===== config.mk =====
export PLATFORM = sky130hd
export DESIGN_NAME = register_file
export DESIGN_NICKNAME = d
export VERILOG_FILES = /design/src/rtl/rf_pkg.sv /design/src/rtl/rf_read_port.sv /design/src/rtl/register_file.sv
export SDC_FILE = /design/constraint.sdc
export NUM_CORES = 1
export LEC_CHECK = 0
export ABC_CLOCK_PERIOD_IN_PS = 15800
export CORE_MARGIN = 4
export CORE_UTILIZATION = 50
export DETAILED_ROUTE_END_ITERATION = 6
export PLACE_DENSITY = 0.7
export SLEW_MARGIN = 15
export SYNTH_ARGS = -nofsm -noshare
export SYNTH_HDL_FRONTEND = slang
export SYNTH_SLANG_ARGS = --single-unit

===== constraint.sdc =====
create_clock -name clk -period 15.8 [get_ports clk]
set_clock_uncertainty 0.1 [all_clocks]
set_input_delay 2.37 -clock clk [delete_from_list [all_inputs] [get_ports clk]]
set_output_delay 2.37 -clock clk [all_outputs]
set_load 0.01 [all_outputs]

===== src/rtl/rf_pkg.sv =====
// Shared defaults for the register file and its read ports.
// Optional write-through bypass is selected with macro RF_BYPASS_EN.
package rf_pkg;

  localparam int RF_WORD_SIZE    = 32;
  localparam int RF_ADDRESS_SIZE = 4;
  localparam int RF_NUM_REGS     = 2 ** RF_ADDRESS_SIZE;

  localparam int RF_NUM_READ_PORTS = 2;

endpackage


===== src/rtl/rf_read_port.sv =====
// One combinational read path: register mux, optional write-through bypass
// (macro RF_BYPASS_EN), forced to zero while reset is asserted.
module rf_read_port
  import rf_pkg::*;
#(
  parameter int WORD_SIZE    = RF_WORD_SIZE,
  parameter int ADDRESS_SIZE = RF_ADDRESS_SIZE
) (
  input  logic                                        rst,
  input  logic [ADDRESS_SIZE-1:0]                     addr,
  input  logic [2**ADDRESS_SIZE-1:0][WORD_SIZE-1:0]   regs,
  input  logic                                        wb_en,
  input  logic [ADDRESS_SIZE-1:0]                     wb_addr,
  input  logic [WORD_SIZE-1:0]                        wb_data,
  output logic [WORD_SIZE-1:0]                        data
);

`ifdef RF_BYPASS_EN
  always_comb begin
    data = regs[addr];
    if (wb_en && (addr == wb_addr)) begin
      data = wb_data;
    end
    if (rst) begin
      data = '0;
    end
  end
`else
  // Write-back inputs only feed the bypass; tie them off in this build.
  logic unused_wb;
  assign unused_wb = ^{wb_en, wb_addr, wb_data};

  always_comb begin
    data = regs[addr];
    if (rst) begin
      data = '0;
    end
  end
`endif

endmodule


===== src/rtl/register_file.sv =====
// Two-read, one-write register file with asynchronous clear.
// Same-cycle write-through to the read ports is built in with macro RF_BYPASS_EN.
module register_file
  import rf_pkg::*;
#(
  parameter int WORD_SIZE    = RF_WORD_SIZE,
  parameter int ADDRESS_SIZE = RF_ADDRESS_SIZE
) (
  input  logic                    clk,
  input  logic                    rst,
  input  logic [ADDRESS_SIZE-1:0] src1,
  input  logic [ADDRESS_SIZE-1:0] src2,
  input  logic [ADDRESS_SIZE-1:0] Dest_wb,
  input  logic [WORD_SIZE-1:0]    Result_WB,
  input  logic                    writeBackEn,
  output logic [WORD_SIZE-1:0]    reg1,
  output logic [WORD_SIZE-1:0]    reg2
);

  localparam int NUM_REGS = 2 ** ADDRESS_SIZE;

  logic [NUM_REGS-1:0][WORD_SIZE-1:0]          regs_reg;
  logic [RF_NUM_READ_PORTS-1:0][ADDRESS_SIZE-1:0] src_addr;
  logic [RF_NUM_READ_PORTS-1:0][WORD_SIZE-1:0]    rd_data;

  // Reset wins over a coincident write edge, so nothing lands during reset.
  always_ff @(posedge clk or posedge rst) begin
    if (rst) begin
      regs_reg <= '0;
    end else if (writeBackEn) begin
      regs_reg[Dest_wb] <= Result_WB;
    end
  end

  assign src_addr[0] = src1;
  assign src_addr[1] = src2;

  genvar gi;
  generate
    for (gi = 0; gi < RF_NUM_READ_PORTS; gi++) begin : g_read
      rf_read_port #(
        .WORD_SIZE    (WORD_SIZE),
        .ADDRESS_SIZE (ADDRESS_SIZE)
      ) u_read_port (
        .rst     (rst),
        .addr    (src_addr[gi]),
        .regs    (regs_reg),
        .wb_en   (writeBackEn),
        .wb_addr (Dest_wb),
        .wb_data (Result_WB),
        .data    (rd_data[gi])
      );
    end
  endgenerate

  assign reg1 = rd_data[0];
  assign reg2 = rd_data[1];

endmodule


==> Word-level counts from Yosys, hierarchy flattened <==
Cells that the tools add are included.
{ "totals": {"regBits": 512, "word_cells": 30, "in_bits": 47, "output_inout_bits": 64} }
{ "classes": {"order_cmp": 4, "reduce_logical": 1, "muxes": 9} }
{ "op_table": {"columns": ["operator", "n"], "rows": [
  ["$bwmux W512", 1],
  ["$bmux W32 S4", 2],
  ["$mux W32", 5],
  ["$demux W32 S4", 1],
  ["$lt A4 B5 Y1 const B", 3],
  ["$ge A4 B1 Y1 const B", 1],
  ["$logic_and A1 B1 Y1", 1]
]} }

==> Depth between registers and ports, before layout <==
{ "logic_depth": {"ltp_word": 5, "depth_mapped": 7, "ltp_nobuf": 4} }

==> Modules after synthesis <==
Synthesis repeated with hierarchy kept, for this count alone.
{ "hier_totals": {"hier_cells": 2203, "hier_area_um2": 28125.7} }
{ "by_module_without_submodules": {"columns": ["module", "instances", "area_per_inst_um2", "seq_area_each_um2", "cells_each"], "rows": [
  ["register_file", 1, 19132.1, 12812.3, 1135],
  ["rf_read_port", 2, 4496.8, 0.0, 534]
]} }

==> Worst setup path after synthesis <==
OpenSTA, ideal clock, no wires.
{ "synth_timing": {"path_kind": "input port to output port", "startpoint": "input port src2[2]", "endpoint": "output port reg2[13]", "n_path_buf": 2, "setup_slack_ps": 9786, "path_stages": 5, "required_time_ps": 13330, "arrival_time_ps": 3544, "cell_sequence": "buf_2 clkbuf_1 mux4_2 o2111ai_1 o21ai_0"} }
{ "synth_between": {"elab_chain_len": 3} }
{ "synth_lines": {"columns": ["element", "line", "text"], "rows": [
  ["from (decl)", "register_file.sv:12", "input logic [ADDRESS_SIZE-1:0] src2,"],
  ["$bmux W32 S4", "rf_read_port.sv:34", "data = regs[addr];"],
  ["$mux W32 (implied by the code)", "rf_read_port.sv:34", null],
  ["$mux W32", "rf_read_port.sv:35", "if (rst) begin"],
  ["to (decl)", "register_file.sv:17", "output logic [WORD_SIZE-1:0] reg2"]
]} }
Every way passes these cells. The select of a mux whose other input is x is not followed.

==> Worst setup path in the final report <==
{ "layout_timing": {"startpoint": "input port src2[0]", "endpoint": "output port reg2[30]"} }
The elaborated chain is that of the path after synthesis.

==> run_results.csv <==
group,metric,value,unit
timing,drv_slew,0,
synthesis,syn_inst,2194,
layout,layout-drive-gt1-share,30.5,%
layout,final_net_count,2241,
power_and_ir_drop,p_seq_share,45.0,%
cts,hold_buffers,0,
global_routing,grt_max_degree,183,
timing,timing.final.ws_setup,7.09,ns
power_and_ir_drop,p_per_area,132,nW/um^2
global_routing,grt_first_pass_wirelength,129,mm
place,globalplace.congestion,0.813,
synthesis,synth_top_area_share,46.4,%
timing,slew_headroom,18.8,%
worst_setup_path,worstSetupStartpointType,"primary input",
synthesis,ys_warn_count,0,
synthesis,synth_area_leaders,"dfrtp_1, mux2_2, mux2i_1, a22oi_1, mux4_2",
worst_setup_path,r2r_start,"regs_reg[286]",
route,wl_per_cell,29.1,um
worst_hold_path,hold_depth,1,
worst_setup_path,cp_max_fo,68,
cts,cts_tree,"done",
route,drt-initial-drc-count,1763,
global_routing,grt_usage,28.3,%
worst_setup_path,critPathCaptureType,"output pin",
place,port_buffers,110,
timing,final.setup.tns,0,ns
route,via_per_inst,6.58,
cts,cts_resized,0,
floorplan,pin_count,111,
cts,clkSinkCount,512,
power_and_ir_drop,p_int,2.92,mW
cts,clkSlewWorstSetupHoldPaths,0.06,ns
worst_setup_path,path_class,"primary input to output pin",
synthesis,syn-num-nets,2241,
cts,cts_setup_buffers,0,
route,routed_wl,85.2,mm
worst_setup_path,startpoint,"src2[0]",
synthesis,syn-cell-area,27600,um^2
worst_hold_path,worstHoldPathType,"flip-flop to flip-flop",
worst_setup_path,crit_chain,"buf_8, buf_4, buf_4, mux2i_1, a22oi_1, nand2_1, o21ai_0, clkdlybuf4s50_1",
timing,fmax,115,MHz
floorplan,fp.dieH,243,um
route,ant_nets,0,
synthesis,synth.distinct_cells,23,
cts,cts_max_level,2,
layout,final_area,31000,um^2
worst_setup_path,slowest_stage,"buf_4",
global_routing,antenna_found_initial,2,
worst_setup_path,rrSetupSlack,14.87,ns
worst_hold_path,hp-start,"regs_reg[120]",
route,dr.pass1.iters,5,
power_and_ir_drop,p_clk_share,33.1,%
worst_setup_path,crit_cells,8,
synthesis,synth_area_per_cell,12.6,um^2
floorplan,die_area,59100,um^2
route,num_vias,19307,
worst_setup_path,reg2reg_depth,1,
cts,cts_root_buf,"clkbuf_16",
timing,hold_viol,0,
worst_setup_path,critPathMaxStageDelay,0.83,ns
worst_hold_path,hold_end,"regs_reg[120]",
global_routing,grt_pass1_vias,20022,
power_and_ir_drop,combPwrFrac,21.9,%
place,pre_cts_slack,7.17,ns
floorplan,rows,85,
route,drc,0,
run,maxCapViolCount,0,
cts,clock_path_buffers,3,
power_and_ir_drop,ir_worst_vdd,0.0000900,V
worst_setup_path,path_delay_family,"buffers and inverters",
worst_setup_path,cp.required,13.33,ns
power_and_ir_drop,power_switching,1.18,mW
timing,fin_crit,8.71,ns
place,place_area,29100,um^2
worst_setup_path,crit_top_cell,"buf_4",
outcome,status,"completed",
cts,cts_buffers,56,
power_and_ir_drop,switching_share,28.8,%
worst_setup_path,critPathBufInv,4,
synthesis,synth.ff_latch_count,512,
synthesis,synth-seq-area-share,46.4,%
layout,area_delta_synth_final,12.2,%
floorplan,die_w,243,um
timing,timing.hold.ws,0.417,ns
timing,tightest_slew,1.22,ns
worst_setup_path,crit_arrival,6.24,ns
synthesis,synth_largest_area_cell,"dfrtp_1",
place,dp.cells,2832,
floorplan,coreArea,54200,um^2
layout,diodes,0,
timing,setup_viol,0,
layout,largest_reg_flops,512,
worst_setup_path,reg2reg_to,"regs_reg[286]",
timing,rsz0062_at_grt,"false",
layout,fin_cells,2932,
cts,clock_latency,0.62,ns
power_and_ir_drop,leakagePower,13.8,nW
floorplan,initial_core_util,50.9,%
place,dp_hpwl,46.0,mm
layout,fillers,4301,
global_routing,grt-ovfl-total,0,
timing,post-route-period-util,55.2,%
placed cells by master, fill, tap and decap left out, drive strengths merged:
cell type      synthesis  routed
dfrtp                512     512
mux2                 512     512
mux2i                462     462
a22oi                206     206
clkdlybuf4s50          0     108
nand2                 94      94
clkbuf                94      87
o21ai                 64      64
nand3                 51      51
buf                  113      41
mux4                  25      25
o2111ai               14      14
nor2                  14      14
a221oi                11      11
nand2b                 6       6
nor2b                  5       5
bufinv                 0       5
clkinv                 0       4
inv                    3       4
or3                    3       3
clkinvlp               0       3
nand3b                 2       2
and2                   2       2
nor3b                  1       1
logic make-up (layout without fill, tap and decap cells):
kind of cell           after synthesis  count (layout)  share of synthesized area [%]
muxes                              999             999                           39.6
DFF                                512             512                           46.4
AOI/OAI and AO/OA                  295             295                           7.55
buffers and inverters              210             252                           3.60
and+or+nand+nor                    178             178                           2.85
metal layers:
layer | vias up | track usage (%) | part of all wire, %
li1 | 8224 | - | -
met1 | 10086 | 38.9 | 42
met2 | 760 | 44.6 | 46
met3 | 233 | 5.57 | 7.2
met4 | 4 | 10.7 | 4.1
met5 | - | 0 | 0.027
power groups by stage:
| stage | Combinational (mW) | Clock, mW | Sequential (mW) |
|---|---|---|---|
| finish | 0.898 | 1.36 | 1.85 |
| global route | 0.975 | 1.42 | 1.89 |
| CTS | 0.897 | 1.38 | 1.84 |
| detailed placement | 0.892 | 0 | 1.86 |
| global placement | 0.869 | 0 | 1.84 |
| floorplan | 0.672 | 0 | 1.80 |
worst max path at each step:
stage	slack, ns	endpoint
after CTS	7.15	reg2[30]
final	7.09	reg2[30]
after global routing	6.95	reg2[30]
after global placement	7.15	reg2[30]
after detailed placement	7.17	reg2[30]
after floorplan	6.38	regs_reg[0]
Yosys cell counts:
cell type    n
a221oi_1    11
a22oi_1    206
and2_1       2
buf_1        7
buf_2       77
buf_4       29
clkbuf_1    94
dfrtp_1    512
inv_1        3
mux2_1      12
mux2_2     500
mux2i_1    462
mux4_2      25
nand2_1     94
nand2b_1     6
nand3_1     51
nand3b_1     2
nor2_1      14
nor2b_1      5
nor3b_2      1
o2111ai_1   14
o21ai_0     64
or3_1        3
cell type report:
type / instances / area (um^2) / area share (%)
clock inverters: 13 / 203 / 0.654
clock buffers: 87 / 1690 / 5.45
multi-input cells: 1472 / 14000 / 45.1
well taps: 696 / 871 / 2.81
inverters: 3 / 15.0 / 0.0484
flip-flops and latches: 512 / 12800 / 41.3
repair buffers: 149 / 1440 / 4.65
metrics by stage:
step | utilization (%) | total power [mW]
4_1_cts | 57.2 | 4.12
2_1_floorplan | - | 2.47
6_report | 57.2 | 4.10
3_5_place_dp | 53.7 | 2.76
3_3_place_gp | 53.7 | 2.71
5_1_grt | 57.2 | 4.29
Power figures use the tool's default switching activity.
